<file path="config.mk">
export PLATFORM = sky130hd
export DESIGN_NAME = uart_rx_deserializer_flat
export DESIGN_NICKNAME = d
export VERILOG_FILES = /design/src/rtl/uart_rx_deserializer_if.sv /design/src/rtl/uart_rx_deserializer.sv /design/src/flat_wrapper.sv
export SDC_FILE = /design/constraint.sdc
export NUM_CORES = 1
export LEC_CHECK = 0
export CAP_MARGIN = 30
export CORE_MARGIN = 8
export CORE_UTILIZATION = 56
export CTS_BUF_LIST = sky130_fd_sc_hd__clkbuf_16
export DETAILED_ROUTE_END_ITERATION = 16
export HOLD_SLACK_MARGIN = 0.08
export MAX_ROUTING_LAYER = met4
export PLACE_DENSITY = 0.84
export SYNTH_ARGS = -nofsm -noshare
export SYNTH_HDL_FRONTEND = slang
export SYNTH_SLANG_ARGS = --single-unit
export TNS_END_PERCENT = 20
</file>
<file path="constraint.sdc">
create_clock -name clockIN -period 2.4 [get_ports clockIN]
set_input_delay 0.48 -clock clockIN [delete_from_list [all_inputs] [get_ports clockIN]]
set_output_delay 0.48 -clock clockIN [all_outputs]
set_load 0.05 [all_outputs]
</file>
<file path="src/rtl/uart_rx_deserializer_if.sv">
// Byte-side and line-side signals of the UART receiver, bundled for port hookup.
// master: the receiver itself; slave: the line driver / byte consumer.
interface uart_rx_deserializer_if;
  logic       rxIN;
  logic [7:0] dataOUT;
  logic       validOUT;
  logic       frameErrorOUT;
  logic       parityErrorOUT;
  logic       busyOUT;

  modport master (
    input  rxIN,
    output dataOUT,
    output validOUT,
    output frameErrorOUT,
    output parityErrorOUT,
    output busyOUT
  );

  modport slave (
    output rxIN,
    input  dataOUT,
    input  validOUT,
    input  frameErrorOUT,
    input  parityErrorOUT,
    input  busyOUT
  );
endinterface

</file>
<file path="src/rtl/uart_rx_deserializer.sv">
// 8N1 / 8E1 UART receiver with mid-bit sampling, single holding register and break recovery.
// Define RX_PARITY_EN to expect an even-parity bit between the data bits and the stop bit.
module uart_rx_deserializer #(
  parameter int unsigned CLKS_PER_BIT = 434
) (
  input  logic                          clockIN,
  input  logic                          resetIN,
  uart_rx_deserializer_if.master        bus
);

  localparam int unsigned CntW    = $clog2(CLKS_PER_BIT);
  localparam int unsigned HalfBit = CLKS_PER_BIT / 2;
  localparam logic [CntW-1:0] HalfLast = CntW'(HalfBit - 1);
  localparam logic [CntW-1:0] BitLast  = CntW'(CLKS_PER_BIT - 1);

  typedef enum logic [2:0] {
    Idle,
    Start,
    Data,
`ifdef RX_PARITY_EN
    Parity,
`endif
    Stop,
    Break
  } state_t;

  state_t          state;
  logic [CntW-1:0] cycleCount;
  logic [2:0]      bitCount;
  logic [7:0]      shiftReg;
  logic [7:0]      dataReg;
  logic            validReg;
  logic            frameErrReg;
  logic            busyReg;
`ifdef RX_PARITY_EN
  logic            parityBad;
  logic            parityErrReg;
`endif

  // Frame sequencer; the cycle counter restarts at every sample point so no drift accumulates.
  always_ff @(posedge clockIN or posedge resetIN) begin
    if (resetIN) begin
      state        <= Idle;
      cycleCount   <= '0;
      bitCount     <= '0;
      shiftReg     <= '0;
      dataReg      <= '0;
      validReg     <= 1'b0;
      frameErrReg  <= 1'b0;
      busyReg      <= 1'b0;
`ifdef RX_PARITY_EN
      parityBad    <= 1'b0;
      parityErrReg <= 1'b0;
`endif
    end else begin
      validReg     <= 1'b0;
      frameErrReg  <= 1'b0;
`ifdef RX_PARITY_EN
      parityErrReg <= 1'b0;
`endif
      case (state)
        Idle: begin
          if (!bus.rxIN) begin
            state      <= Start;
            cycleCount <= '0;
            busyReg    <= 1'b1;
          end
        end

        Start: begin
          if (cycleCount == HalfLast) begin
            cycleCount <= '0;
            if (bus.rxIN) begin
              // Start bit did not survive to its midpoint: treat as a glitch.
              state   <= Idle;
              busyReg <= 1'b0;
            end else begin
              state    <= Data;
              bitCount <= '0;
            end
          end else begin
            cycleCount <= cycleCount + CntW'(1);
          end
        end

        Data: begin
          if (cycleCount == BitLast) begin
            cycleCount <= '0;
            shiftReg   <= {bus.rxIN, shiftReg[7:1]};
            bitCount   <= bitCount + 3'd1;
            if (bitCount == 3'd7) begin
`ifdef RX_PARITY_EN
              state <= Parity;
`else
              state <= Stop;
`endif
            end
          end else begin
            cycleCount <= cycleCount + CntW'(1);
          end
        end

`ifdef RX_PARITY_EN
        Parity: begin
          if (cycleCount == BitLast) begin
            cycleCount <= '0;
            parityBad  <= bus.rxIN != (^shiftReg);
            state      <= Stop;
          end else begin
            cycleCount <= cycleCount + CntW'(1);
          end
        end
`endif

        Stop: begin
          if (cycleCount == BitLast) begin
            cycleCount <= '0;
            if (bus.rxIN) begin
              // Leave at the stop midpoint so an immediately following start bit is caught.
              state   <= Idle;
              busyReg <= 1'b0;
`ifdef RX_PARITY_EN
              if (parityBad) begin
                parityErrReg <= 1'b1;
              end else begin
                validReg <= 1'b1;
                dataReg  <= shiftReg;
              end
`else
              validReg <= 1'b1;
              dataReg  <= shiftReg;
`endif
            end else begin
              frameErrReg <= 1'b1;
              state       <= Break;
            end
          end else begin
            cycleCount <= cycleCount + CntW'(1);
          end
        end

        Break: begin
          if (bus.rxIN) begin
            state   <= Idle;
            busyReg <= 1'b0;
          end
        end

        default: begin
          state   <= Idle;
          busyReg <= 1'b0;
        end
      endcase
    end
  end

  assign bus.dataOUT       = dataReg;
  assign bus.validOUT      = validReg;
  assign bus.frameErrorOUT = frameErrReg;
  assign bus.busyOUT       = busyReg;
`ifdef RX_PARITY_EN
  assign bus.parityErrorOUT = parityErrReg;
`else
  assign bus.parityErrorOUT = 1'b0;
`endif

endmodule

</file>
<file path="src/flat_wrapper.sv">
// flat-port wrapper written by rule: the top's interface ports become plain ports
module uart_rx_deserializer_flat 
#(
  parameter int unsigned CLKS_PER_BIT = 434
)
  (clockIN, resetIN, bus_rxIN, bus_dataOUT, bus_validOUT, bus_frameErrorOUT, bus_parityErrorOUT, bus_busyOUT);
  uart_rx_deserializer_if bus_i ();
  input  logic clockIN;
  input  logic resetIN;
  input wire logic [$bits(bus_i.rxIN)-1:0] bus_rxIN;
  output wire logic [$bits(bus_i.dataOUT)-1:0] bus_dataOUT;
  output wire logic [$bits(bus_i.validOUT)-1:0] bus_validOUT;
  output wire logic [$bits(bus_i.frameErrorOUT)-1:0] bus_frameErrorOUT;
  output wire logic [$bits(bus_i.parityErrorOUT)-1:0] bus_parityErrorOUT;
  output wire logic [$bits(bus_i.busyOUT)-1:0] bus_busyOUT;
  assign bus_i.rxIN = bus_rxIN;
  assign bus_dataOUT = bus_i.dataOUT;
  assign bus_validOUT = bus_i.validOUT;
  assign bus_frameErrorOUT = bus_i.frameErrorOUT;
  assign bus_parityErrorOUT = bus_i.parityErrorOUT;
  assign bus_busyOUT = bus_i.busyOUT;
  uart_rx_deserializer #(.CLKS_PER_BIT(CLKS_PER_BIT)) u_core (.clockIN(clockIN), .resetIN(resetIN), .bus(bus_i));
endmodule
</file>
# --- Word-level counts from Yosys, hierarchy flattened ---
# Index checks and enable logic that the tools add are counted.
word_totals:
  memories: 0
  wordCells: 63
  mem_bits_rw: 0
  ff_bits: 34
  inputBits: 3
  rom_bits: 0
  latch_bits: 0
op_classes:
  n_shift: 0
  n_addsub: 2
  n_reduce_logical: 10
  div: 0
  muxes: 28
  magnitude_cmp: 0
  mul: 0
  bitwise_logic: 1
  n_eq_ne: 14
op_table:
  columns: ["cell", "n"]
  rows:
  - ["3-bit two-way mux", 10]
  - ["9-bit two-way mux", 3]
  - ["9-bit case mux with 3 select lines", 1]
  - ["3-bit case mux with 5 select lines", 1]
  - ["1-bit two-way mux", 10]
  - ["9-bit by 1-bit adder with 9-bit output (second input constant)", 1]
  - ["9-bit by 8-bit == test with 1-bit output (second input constant)", 1]
  - ["9-bit == test (second input constant)", 1]
  - ["2-bit by 1-bit inequality test with 1-bit output (second input constant)", 4]
  - ["4-bit AND reduction", 2]
  - ["3-bit by 2-bit == test with 1-bit output (second input constant)", 2]
  - ["3-bit == test (second input constant)", 2]
  - ["2-bit inequality test (second input constant)", 3]
  - ["3-bit case mux with 2 select lines", 1]
  - ["6-bit AND reduction", 1]
  - ["1-bit case mux with 5 select lines", 1]
  - ["2-bit AND reduction", 2]
  - ["3-bit by 1-bit adder with 3-bit output (second input constant)", 1]
  - ["3-bit by 1-bit == test with 1-bit output (second input constant)", 1]
  - ["3-bit logical NOT", 1]
  - ["3-bit AND reduction", 1]
  - ["3-bit nonzero test", 1]
  - ["2-bit two-way mux", 1]
  - ["2-bit nonzero test", 1]
  - ["other kinds (2)", 2]

# --- Depth between registers and ports, before layout ---
# Gate-level depths: netlist of the first run.
depth:
  word_depth: 4
  mapped_depth: 7

# --- Worst setup path after synthesis of the first run ---
# Ideal clock, no wire load.
synth_timing:
  kind: "register to register"
  from: "register u_core.cycleCount[1]"
  to: "register u_core.shiftReg[0]"
  t_required_ps: 2275
  stages_incl_launch_ff: 8
  path_slack_ps: 542
  synth_period_minus_slack_ps: 1858
  t_arrival_ps: 1732
  setup_time_ps: 125
  path_cell_list: "dfrtp_1 -> inv_1 -> ha_1 -> nand4b_2 -> nor3_2 -> nor3b_2 -> buf_6 -> mux2_4"
synth_between:
  elab_chain_cells: 2
synth_lines:
  columns: ["item", "line_no", "source"]
  rows:
  - ["start: declaration", "uart_rx_deserializer.sv:28", "logic [CntW-1:0] cycleCount;"]
  - ["start signal: assignment", "uart_rx_deserializer.sv:82", "cycleCount <= cycleCount + CntW'(1);"]
  - ["start signal: assignment", "uart_rx_deserializer.sv:99", "cycleCount <= cycleCount + CntW'(1);"]
  - ["start signal: assignment", "uart_rx_deserializer.sv:138", "cycleCount <= cycleCount + CntW'(1);"]
  - ["9-bit == test", "uart_rx_deserializer.sv:87", "if (cycleCount == BitLast) begin"]
  - ["2-bit AND reduction (no source line)", null, null]
  - ["end signal: assignment", "uart_rx_deserializer.sv:89", "shiftReg <= {bus.rxIN, shiftReg[7:1]};"]
  - ["end: declaration", "uart_rx_deserializer.sv:30", "logic [7:0] shiftReg;"]
# Every way passes these cells.
# A chain may end at the register's enable or synchronous reset.

# --- Final worst setup path of the first run ---
layout_timing:
  from: "register u_core.cycleCount[1]"
  to: "register u_core.dataReg[2], in the netlist u_core.bus.dataOUT[2]"
layout_between:
  elab_chain_cells: 2
layout_lines:
  columns: ["item", "line_no", "source"]
  rows:
  - ["9-bit == test", "uart_rx_deserializer.sv:116", "if (cycleCount == BitLast) begin"]
  - ["3-bit AND reduction (no source line)", null, null]
  - ["end signal: assignment", "uart_rx_deserializer.sv:131", "dataReg <= shiftReg;"]
  - ["end: declaration", "uart_rx_deserializer.sv:31", "logic [7:0] dataReg;"]
# Every way passes these cells.

==> flow_metrics.env, run 1 <==
export IMPL_cts_buffers=5
export IMPL_cts_resized=0
export IMPL_clkTransAtPathRegs_ns=0.05
export IMPL_cpLargestDelayFamily="simple AND/OR/NAND/NOR gates"
export IMPL_status="completed"
export IMPL_io_pins=15
export IMPL_slowest_delay_ns=0.47
export IMPL_synth_edf_count=0
export IMPL_finalCriticalPeriod_ns=2.17
export IMPL_tns_ns=0
export IMPL_design_area_um2=2010
export IMPL_cp_slowest_cell="and3_1"
export IMPL_initial_core_util=0.577
export IMPL_area_growth_pct=17.2
export IMPL_fp_dieH_um=71.4
export IMPL_nFillCells=234
export IMPL_slew_headroom=0.654
export IMPL_nets=176
export IMPL_maxCapViolations=0
export IMPL_swShare=0.254
export IMPL_setup_slack_ns=0.232
export IMPL_via_per_inst=5.98
export IMPL_ys_seq_area_frac=0.495
export IMPL_slew_violations=0
export IMPL_tightest_slew_ns=0.517
export IMPL_pre_cts_ws_ns=0.260
export IMPL_worst_path_max_fanout=9
export IMPL_yosys_cell_types_count=46
export IMPL_max_freq_mhz=461
export IMPL_hold_buffers=0
export IMPL_crit_chain="inv_1, ha_1, nand4b_2, nor3_2, and3_1, mux2_1"
export IMPL_cts_tree="built"
export IMPL_met1_length_um=1400
export IMPL_clkLatencyLatePin_ns=0.27
export IMPL_layout_drive_gt1_share=0.154
export IMPL_grt_pass1_vias=1271
export IMPL_track_usage=0.146
export IMPL_synthCells=151
export IMPL_ctsHtreeMaxLevel=2
export IMPL_wl_met2_um=1650
export IMPL_syn_avg_cell_area_um2=11.4
export IMPL_dp_cells=194
export IMPL_grt_first_pass_wirelength_um=5830
export IMPL_clock_skew_ns=0.00360
export IMPL_final_hold_violation_count=0
export IMPL_critPathRequiredTime_ns=2.55
export IMPL_peakVddDrop_uv=344
export IMPL_num_antenna_cells=0
export IMPL_final_cells=202
export IMPL_core_area_um2=2980
export IMPL_die_w_um=71.4
export IMPL_ant_nets=0
export IMPL_p_comb_frac=0.086
export IMPL_synth_async_reset_ratio=1.00
export IMPL_rows=20
export IMPL_intPower_uw=1030
export IMPL_arrival_ns=2.32
export IMPL_period_share=0.903
export IMPL_grt_setup_unrepaired="false"
export IMPL_grt_antenna_before_repair=0
export IMPL_via_count=1208
export IMPL_dpl_hpwl_um=2280
export IMPL_cp_end_kind="register"
export IMPL_setup_viol=0
export IMPL_rr_startpoint="u_core.cycleCount[1]$_DFFE_PP0P_"
export IMPL_numClockSinks=34
export IMPL_min_path_type="reg -> reg"
export IMPL_synth_main_ff_cell="dfrtp_1"
export IMPL_crit_start="u_core.cycleCount[1]$_DFFE_PP0P_"
export IMPL_path_class="reg -> reg"
export IMPL_min_delay_start="u_core.bus.dataOUT[5]$_DFFE_PP0P_"
export IMPL_cts_path_max_buffers=2
export IMPL_synth_cell_area_um2=1720
export IMPL_gp_congestion=0.885
export IMPL_grt_max_degree=35
export IMPL_postCtsSetupRepairBufs=0
export IMPL_power_share_clock=0.439
export IMPL_dpl_cell_area_um2=1870
export IMPL_totalWireLength_um=3250
export IMPL_path_buf_inv=1
export IMPL_firstDrtPassIters=4
export IMPL_drt_initial_drc_count=35
export IMPL_wl_met3_um=151
export IMPL_ys_seq_elements=34
export IMPL_leakagePower_uw=0.000927
export IMPL_gr_total_overflow=0
export IMPL_p_sw_uw=351
export IMPL_remaining_drc_errors=0
export IMPL_cts_root_buf="clkbuf_16"
export IMPL_synth_warnings=0
export IMPL_total_power_uw=1380
export IMPL_fp_dieArea_um2=5100
export IMPL_top_layer="met4"
export IMPL_syn_nets=159
export IMPL_portBuffers=13
export IMPL_critPathLaunchType="register"
export IMPL_p_seq_frac=0.475
export IMPL_post_drt_wl_per_cell_um=16.1
export IMPL_power_density_nw_per_um2=685
==> flip-flops by register name, indices dropped and copies added, names as in the netlist <==
signal	count
u_core.bus.validOUT	1
u_core.shiftReg	8
u_core.bus.frameErrorOUT	1
u_core.state	3
u_core.bus.dataOUT	8
u_core.cycleCount	9
u_core.bus.busyOUT	1
u_core.bitCount	3
==> cells in the final DEF, fill, tap and decap left out, types with 2 or more instances in the layout <==
cell,count
clkdlybuf4s50_1,13
o22ai_1,2
o21ai_0,2
buf_4,3
o21ai_1,5
nor2_1,6
a21o_1,3
mux2_1,9
mux2_4,8
nand2_1,15
a21oi_1,5
inv_1,7
nor3_1,3
ha_1,5
dfrtp_1,34
o211ai_1,7
a22o_1,2
clkbuf_16,5
nand4_1,2
nand2b_1,2
nand3_1,4
==> metrics by stage <==
| stage | util | hold slack, ns |
|---|---|---|
| floorplan | - | 0.464 |
| finish | 0.676 | 0.490 |
| detailed placement | 0.629 | 0.485 |
| global route | 0.676 | 0.507 |
| CTS | 0.676 | 0.496 |
| global placement | 0.629 | 0.467 |
==> cells in the mapped netlist (2+ instances only) <==
| master | number | share of area |
|---|---|---|
| a21o_1 | 3 | 0.013 |
| a21oi_1 | 5 | 0.015 |
| a22o_1 | 2 | 0.010 |
| buf_2 | 2 | 0.0058 |
| buf_4 | 2 | 0.0087 |
| dfrtp_1 | 34 | 0.49 |
| ha_1 | 5 | 0.036 |
| inv_1 | 7 | 0.015 |
| mux2_1 | 9 | 0.059 |
| mux2_4 | 8 | 0.070 |
| nand2_1 | 15 | 0.033 |
| nand2b_1 | 2 | 0.0073 |
| nand3_1 | 4 | 0.012 |
| nand4_1 | 2 | 0.0073 |
| nor2_1 | 6 | 0.013 |
| nor3_1 | 3 | 0.0087 |
| o211ai_1 | 7 | 0.031 |
| o21ai_0 | 2 | 0.0058 |
| o21ai_1 | 5 | 0.015 |
| o22ai_1 | 2 | 0.0073 |
==> per-layer routing <==
layer / vias up / track usage
met5: - / -
met4: 0 / 0.0577
met3: 7 / 0.0418
met2: 22 / 0.246
met1: 597 / 0.158
li1: 582 / -
==> worst reg2reg max path, stage by stage (launching register included) <==
cell      delay [ns]
dfrtp_1         0.40
inv_1           0.11
ha_1            0.19
nand4b_2        0.17
nor3_2          0.33
and3_1          0.47
mux2_1          0.38
==> power by group through the flow <==
stage                     logic [µW]  registers, µW  clock network [µW]
after floorplan                  116            639                   0
after global routing             141            661                 641
after global placement           114            662                   0
after CTS                        121            654                 618
final                            119            655                 605
after detailed placement         119            664                   0
==> kinds of logic (layout without fill, tap and decap cells) <==
kind of cell | count (synthesis) | in the layout | synth area share
AND/OR/NAND/NOR | 46 | 46 | 0.158
XOR/XNOR | 1 | 1 | 0.00510
AO/OA/AOI/OAI | 34 | 34 | 0.136
flip-flops | 34 | 34 | 0.495
buffers and inverters | 13 | 31 | 0.0386
other | 1 | 1 | 0.00218
multiplexers | 17 | 17 | 0.129
adder cells (fa/ha/maj) | 5 | 5 | 0.0364
==> area by class of cell <==
cell class              count  area, µm²  share of cell area
multi-input cells         104        802               0.398
clock inverters             3       16.3             0.00807
inverters                   7       26.3              0.0130
flip-flops and latches     34        851               0.422
repair buffers             16        153              0.0758
well taps                  33       41.3              0.0205
clock buffers               5        125              0.0621
==> path summary, 6_finish.rpt <==
check	endpoint	slack, ns	cells after the start
worst max-delay path	u_core.bus.dataOUT[2]$_DFFE_PP0P_	0.23	6
worst min-delay path	u_core.bus.dataOUT[5]$_DFFE_PP0P_	0.49	1
worst max register to register	u_core.bus.dataOUT[2]$_DFFE_PP0P_	0.23	6
worst min register to register	u_core.bus.dataOUT[5]$_DFFE_PP0P_	0.49	1
max in group asynchronous	u_core.bus.dataOUT[5]$_DFFE_PP0P_	1.50	3
min in group asynchronous	u_core.bus.dataOUT[2]$_DFFE_PP0P_	0.60	3
Power figures use the tool's default switching activity.
==> run 2: changes to the inputs <==
--- a/config.mk
+++ b/config.mk
@@ -10,7 +10,7 @@
 export CORE_UTILIZATION = 56
 export CTS_BUF_LIST = sky130_fd_sc_hd__clkbuf_16
 export DETAILED_ROUTE_END_ITERATION = 16
-export HOLD_SLACK_MARGIN = 0.08
+export HOLD_SLACK_MARGIN = 0.1
 export MAX_ROUTING_LAYER = met4
 export PLACE_DENSITY = 0.84
 export SYNTH_ARGS = -nofsm -noshare
==> results of run 2 <==
No change in the layout: final DEF, timing and power equal those of run 1.
==> run 3: changes to the inputs <==
--- a/config.mk
+++ b/config.mk
@@ -13,6 +13,7 @@
 export HOLD_SLACK_MARGIN = 0.1
 export MAX_ROUTING_LAYER = met4
 export PLACE_DENSITY = 0.84
+export SLEW_MARGIN = 20
 export SYNTH_ARGS = -nofsm -noshare
 export SYNTH_HDL_FRONTEND = slang
 export SYNTH_SLANG_ARGS = --single-unit
==> results of run 3 <==
No change in the layout: final DEF, timing and power equal those of run 1.
